===== config.mk =====
export PLATFORM = sky130hd
export DESIGN_NAME = pe_mac_bank
export DESIGN_NICKNAME = d
export VERILOG_FILES = /design/src/rtl/pe_mac_bank.sv
export SDC_FILE = /design/constraint.sdc
export NUM_CORES = 2
export LEC_CHECK = 0
export BUFFER_PORTS_ARGS = -buffer_cell sky130_fd_sc_hd__buf_4
export CORE_ASPECT_RATIO = 2
export CORE_MARGIN = 2
export CORE_UTILIZATION = 64
export DETAILED_ROUTE_END_ITERATION = 7
export GPL_TIMING_DRIVEN = 0
export PLACE_DENSITY = 0.88
export SYNTH_ARGS = -nofsm -noshare
export SYNTH_HDL_FRONTEND = slang
export SYNTH_SLANG_ARGS = --single-unit

===== constraint.sdc =====
create_clock -name clk -period 9.7 [get_ports clk]
set_input_delay 1.94 -clock clk [delete_from_list [all_inputs] [get_ports clk]]
set_output_delay 1.94 -clock clk [all_outputs]
set_load 0.1 [all_outputs]

===== src/rtl/pe_mac_bank.sv =====
// Fixed-point MAC processing element with a bank of indexed accumulators.
// Products accumulate per index; a "last" term rounds, saturates and emits the sum.
module pe_mac_bank #(
  parameter int unsigned INT_BITS  = 7,
  parameter int unsigned FRAC_BITS = 9,
  parameter int unsigned ACC_DEPTH = 8,
  parameter int unsigned ACC_GUARD = 4,
  localparam int unsigned W        = INT_BITS + FRAC_BITS,
  localparam int unsigned IW       = $clog2(ACC_DEPTH)
) (
  input  logic          clk,
  input  logic          rst_n,
  input  logic          stall,
  input  logic          in_valid,
  input  logic [W-1:0]  in_a,
  input  logic [W-1:0]  in_b,
  input  logic [IW-1:0] in_idx,
  input  logic          in_last,
  output logic          out_valid,
  output logic [W-1:0]  out_data,
  output logic [IW-1:0] out_idx,
  output logic          out_sat
);

  localparam int unsigned PW  = 2 * W;
  localparam int unsigned AW  = PW + ACC_GUARD;
  localparam int unsigned AW1 = AW + 1;

  localparam logic        [AW:0] HALF  = AW1'(1) << (FRAC_BITS - 1);
  localparam logic signed [AW:0] MAX_R = AW1'((64'd1 << (W - 1)) - 64'd1);
  localparam logic signed [AW:0] MIN_R = ~MAX_R;

  // S1: registered product
  logic                 s1_valid_q;
  logic                 s1_last_q;
  logic [IW-1:0]        s1_idx_q;
  logic signed [PW-1:0] s1_prod_q;
  logic signed [PW-1:0] prod_c;

  // S2/S3: accumulator bank and captured final sum
  logic [AW-1:0]        acc_q [ACC_DEPTH];
  logic [AW-1:0]        sum_c;
  logic                 s3_valid_q;
  logic [AW-1:0]        s3_sum_q;
  logic [IW-1:0]        s3_idx_q;

  // Output registers
  logic                 out_valid_q;
  logic [W-1:0]         out_data_q;
  logic [IW-1:0]        out_idx_q;
  logic                 out_sat_q;

  logic [AW:0]          rnd_sum_c;
  logic signed [AW:0]   rnd_c;
  logic [W-1:0]         sat_data_c;
  logic                 sat_c;

  assign prod_c = PW'($signed(in_a)) * PW'($signed(in_b));

  always_ff @(posedge clk) begin
    if (!rst_n) begin
      s1_valid_q <= 1'b0;
      s1_last_q  <= 1'b0;
      s1_idx_q   <= '0;
      s1_prod_q  <= '0;
    end else if (!stall) begin
      s1_valid_q <= in_valid;
      s1_last_q  <= in_valid & in_last;
      s1_idx_q   <= in_idx;
      s1_prod_q  <= prod_c;
    end
  end

  assign sum_c = acc_q[s1_idx_q] + AW'(s1_prod_q);

  // Single-cycle read-modify-write; a last term clears instead of writing back
  always_ff @(posedge clk) begin
    if (!rst_n) begin
      acc_q      <= '{default: '0};
      s3_valid_q <= 1'b0;
      s3_sum_q   <= '0;
      s3_idx_q   <= '0;
    end else if (!stall) begin
      s3_valid_q <= s1_valid_q & s1_last_q;
      if (s1_valid_q) begin
        if (s1_last_q) begin
          acc_q[s1_idx_q] <= '0;
          s3_sum_q        <= sum_c;
          s3_idx_q        <= s1_idx_q;
        end else begin
          acc_q[s1_idx_q] <= sum_c;
        end
      end
    end
  end

  // Round half toward +inf, then clip to the operand format
  always_comb begin
    rnd_sum_c  = {s3_sum_q[AW-1], s3_sum_q} + HALF;
    rnd_c      = $signed(rnd_sum_c) >>> FRAC_BITS;
    sat_c      = 1'b0;
    sat_data_c = rnd_c[W-1:0];
    if (rnd_c > MAX_R) begin
      sat_c      = 1'b1;
      sat_data_c = MAX_R[W-1:0];
    end else if (rnd_c < MIN_R) begin
      sat_c      = 1'b1;
      sat_data_c = MIN_R[W-1:0];
    end
  end

  always_ff @(posedge clk) begin
    if (!rst_n) begin
      out_valid_q <= 1'b0;
      out_data_q  <= '0;
      out_idx_q   <= '0;
      out_sat_q   <= 1'b0;
    end else if (!stall) begin
      out_valid_q <= s3_valid_q;
      if (s3_valid_q) begin
        out_data_q <= sat_data_c;
        out_idx_q  <= s3_idx_q;
        out_sat_q  <= sat_c;
      end
    end
  end

  // A result held through a stall is re-presented once stall drops
  assign out_valid = out_valid_q & ~stall;
  assign out_data  = out_data_q;
  assign out_idx   = out_idx_q;
  assign out_sat   = out_sat_q;

endmodule


==> run summary <==
DR iter-0 viols: 2374
CP endpoint kind: flop
Post-CTS Resized: 0
TritonCTS clock tree: yes
hold slack: 469 ps
CP Launch Type: input port
most frequent cells in the layout: nand2_1, dfxtp_1, inv_1, fa_1, a22oi_1
Crit Path Class: in2reg
fin crit period: 8480 ps
TritonCTS Sinks: 378
failing checks: max-capacitance violations, max-slew violations
post-route cell area: 0.0296 mm2
Internal Power: 5.05 mW
Main synth FF type: dfxtp_1
Reg power frac: 0.167
switching power: 4.82 mW
Synth Warn #: 0
routability congestion estimate: 1.10
max-slew violations: 32
Clock Latency Late Sink: 620 ps
R2R Path End: acc_q[27]$_SDFFE_PN0P_
register area share after synthesis: 0.277
total CTS buffers: 31
vias in the first global route: 26757
port bufs: 59
placed insts: 3739
fraction of registers with async set/reset: 0
Area Growth Syn to Fin: 8.19%
# IOs: 61
Post-CTS Hold Buffers: 0
Rel. slew slack: -0.0517
RSZ-0062 raised after global routing: false
Final Setup Violations: 0
Tot Pwr: 9.86 mW
mapped cell area: 0.0274 mm2
final worst slack: 1220 ps
Die ar.: 0.0445 mm2
Core Rows: 107
GR Overflow Total: 0
DRC Markers: 0
Vias/cell: 6.71
initial antenna violation count: 5
status: finished with violations
final hold vios: 0
first-pass GRT wire length: 159 mm
Post-Layout Cell Count: 3800
pin count of the biggest net entering global routing: 18
Post-Syn Instances: 3135
post-CTS setup buffers: 0
WL final: 106 mm
root buf cell: clkbuf_16
VDD IR max: 514 uV
Worst EP required: 10190 ps
Comb pwr share: 0.692
Core Region: 0.0424 mm2
Starting Density: 0.645
TNS Setup: 0 ps
Placement Cell Area: 0.0285 mm2
Hold EP: out_valid_q$_SDFFE_PN0N_
WL/cell: 28.0 um
CTS clock-pin slew for the worst setup and hold paths: 80 ps
DP HPWL: 81.0 mm
commonest non-fill, non-tap cell in the layout: nand2_1
Worst-Margin Slew: 1570 ps
Clock Power Share: 0.141
HP Start: out_valid_q$_SDFFE_PN0N_
Switching Share: 0.488
chip width: 150 um
Min-Delay Path Class: reg2reg
gr usage total: 0.492
Post-Place Worst Slack: 660 ps
PwrDens: 333 mW/mm2
R2R cell count: 17
vias: 25497
CP Max Fanout: 10
Leak: 12.1 nW
Nets: 3649
Initial DRT Pass Iterations: 8
Antenna Nets Post-Route: 0
htree depth: 1
R2R setup slack: 2270 ps
layout cells sized above 1: 0.0455
post-synthesis cell type count: 75
Post-Syn Area per Cell: 8.73 um2
reg-to-reg startpoint: s1_idx_q[0]$_SDFFE_PN0N_
syn_nets: 3556
CP arrival: 8960 ps
Die Y: 296 um
hold path depth: 2
Final Core Density: 0.697
Yosys reg bits: 378
clock skew: 13.1 ps
Tcrit/Tclk final: 0.874
Fmax: 118 MHz
Max clock buf depth: 3
max_cap viols: 3
Post-synth EDFFs: 0
==> state kept, by name, summed over array words and instances, names as in the netlist <==
register and flops:
s1_valid_q 1, out_sat 1, out_valid_q 1, out_data 16
s1_idx_q 3, s1_prod_q 32, s3_idx_q 3, s1_last_q 1
s3_sum_q 28, out_idx 3, acc_q 288, s3_valid_q 1
==> worst max-delay path, cell delays in order <==
cell and delay (ps):
buf_4 150, clkbuf_1 500, nand2_1 180, inv_1 120, fa_1 570, fa_1 950
fa_1 540, fa_1 510, fa_1 490, inv_1 50, fa_1 480, inv_1 40
ha_1 230, o41a_1 490, a221o_1 330, a21o_1 200, a211oi_1 330, a21oi_1 130
xnor2_1 560, a21oi_1 150
==> synth_stat cells, types with 3 or more instances <==
cell type	count	area, um2
buf_1	17	63.8
nand2_1	403	1510
ha_1	118	1480
xnor2_1	48	420
dfxtp_1	378	7570
o31ai_1	33	248
nand4_1	55	344
nor2_1	72	270
o311ai_0	9	78.8
o21bai_1	9	67.6
fa_1	263	5270
o21a_1	13	97.6
xor2_2	3	48.8
and2_0	3	18.8
clkbuf_2	3	15.0
o311ai_1	8	70.1
a32oi_1	3	26.3
nor3b_1	4	30.0
or3_1	20	125
a31oi_1	12	75.1
and2_1	209	1310
and3_1	11	68.8
a21o_1	29	218
nand2b_1	8	50.1
nor3_1	11	55.1
or4_1	3	22.5
a211oi_1	10	75.1
a22oi_1	241	1810
nor4_1	3	18.8
nand3_1	145	726
clkbuf_1	186	698
inv_1	289	1080
a221o_1	3	30.0
xor2_1	34	298
o21ai_1	3	15.0
mux2i_1	9	90.1
a21boi_0	64	480
a21oi_1	57	285
nor2b_1	122	763
o21ai_0	159	796
o211ai_1	19	143
o211a_1	3	30.0
==> cell type report <==
cell class | instances | area, um2
Fill cell | 3371 | 12800
Sequential cell | 378 | 7570
Antenna cell | 2 | 5.00
Clock inverter | 18 | 206
Tap cell | 545 | 682
Clock buffer | 40 | 880
Timing Repair Buffer | 60 | 458
Multi-Input combinational cell | 2260 | 17900
Buffer | 208 | 788
Inverter | 289 | 1080
==> routing by layer <==
| layer | vias up | global-route usage | share of wire | wire length (um) |
|---|---|---|---|---|
| li1 | 10748 | - | - | - |
| met1 | 12135 | 0.428 | 0.28 | 29800 |
| met4 | 4 | 0.537 | 0.14 | 15300 |
| met2 | 1705 | 0.799 | 0.47 | 49600 |
| met3 | 905 | 0.203 | 0.11 | 11700 |
| met5 | - | 0.00341 | 0.00026 | 28 |
==> cells by family after synthesis <==
group,synth area share
DFF,0.277
AOI/OAI and AO/OA,0.178
adders and majority gates,0.246
and+or+nand+nor,0.199
xor gates and xnor gates,0.0280
buffers and inverters,0.0684
muxes,0.00329
==> worst max-delay path by stage <==
stage                   from                          to  slack, ps  cells after the start
floorplan           in_a[15]  s1_prod_q[31]$_SDFFE_PN0N_       2050                     19
global placement     in_b[1]  s1_prod_q[31]$_SDFFE_PN0N_        780                     20
detailed placement   in_b[1]  s1_prod_q[31]$_SDFFE_PN0N_        660                     20
CTS                  in_b[1]  s1_prod_q[31]$_SDFFE_PN0N_       1290                     20
global route         in_b[2]  s1_prod_q[31]$_SDFFE_PN0N_        910                     20
finish               in_b[2]  s1_prod_q[31]$_SDFFE_PN0N_       1220                     20
==> power by group through the flow <==
| stage | Combinational [mW] | Clock [mW] | Sequential [mW] |
|---|---|---|---|
| 3_5_place_dp | 6.59 | 0 | 1.68 |
| 2_1_floorplan | 4.83 | 0 | 1.67 |
| 3_3_place_gp | 6.30 | 0 | 1.68 |
| 6_report | 6.83 | 1.39 | 1.65 |
| 5_1_grt | 7.48 | 1.42 | 1.65 |
| 4_1_cts | 6.62 | 1.36 | 1.65 |
(Power assumes the default switching activity.)
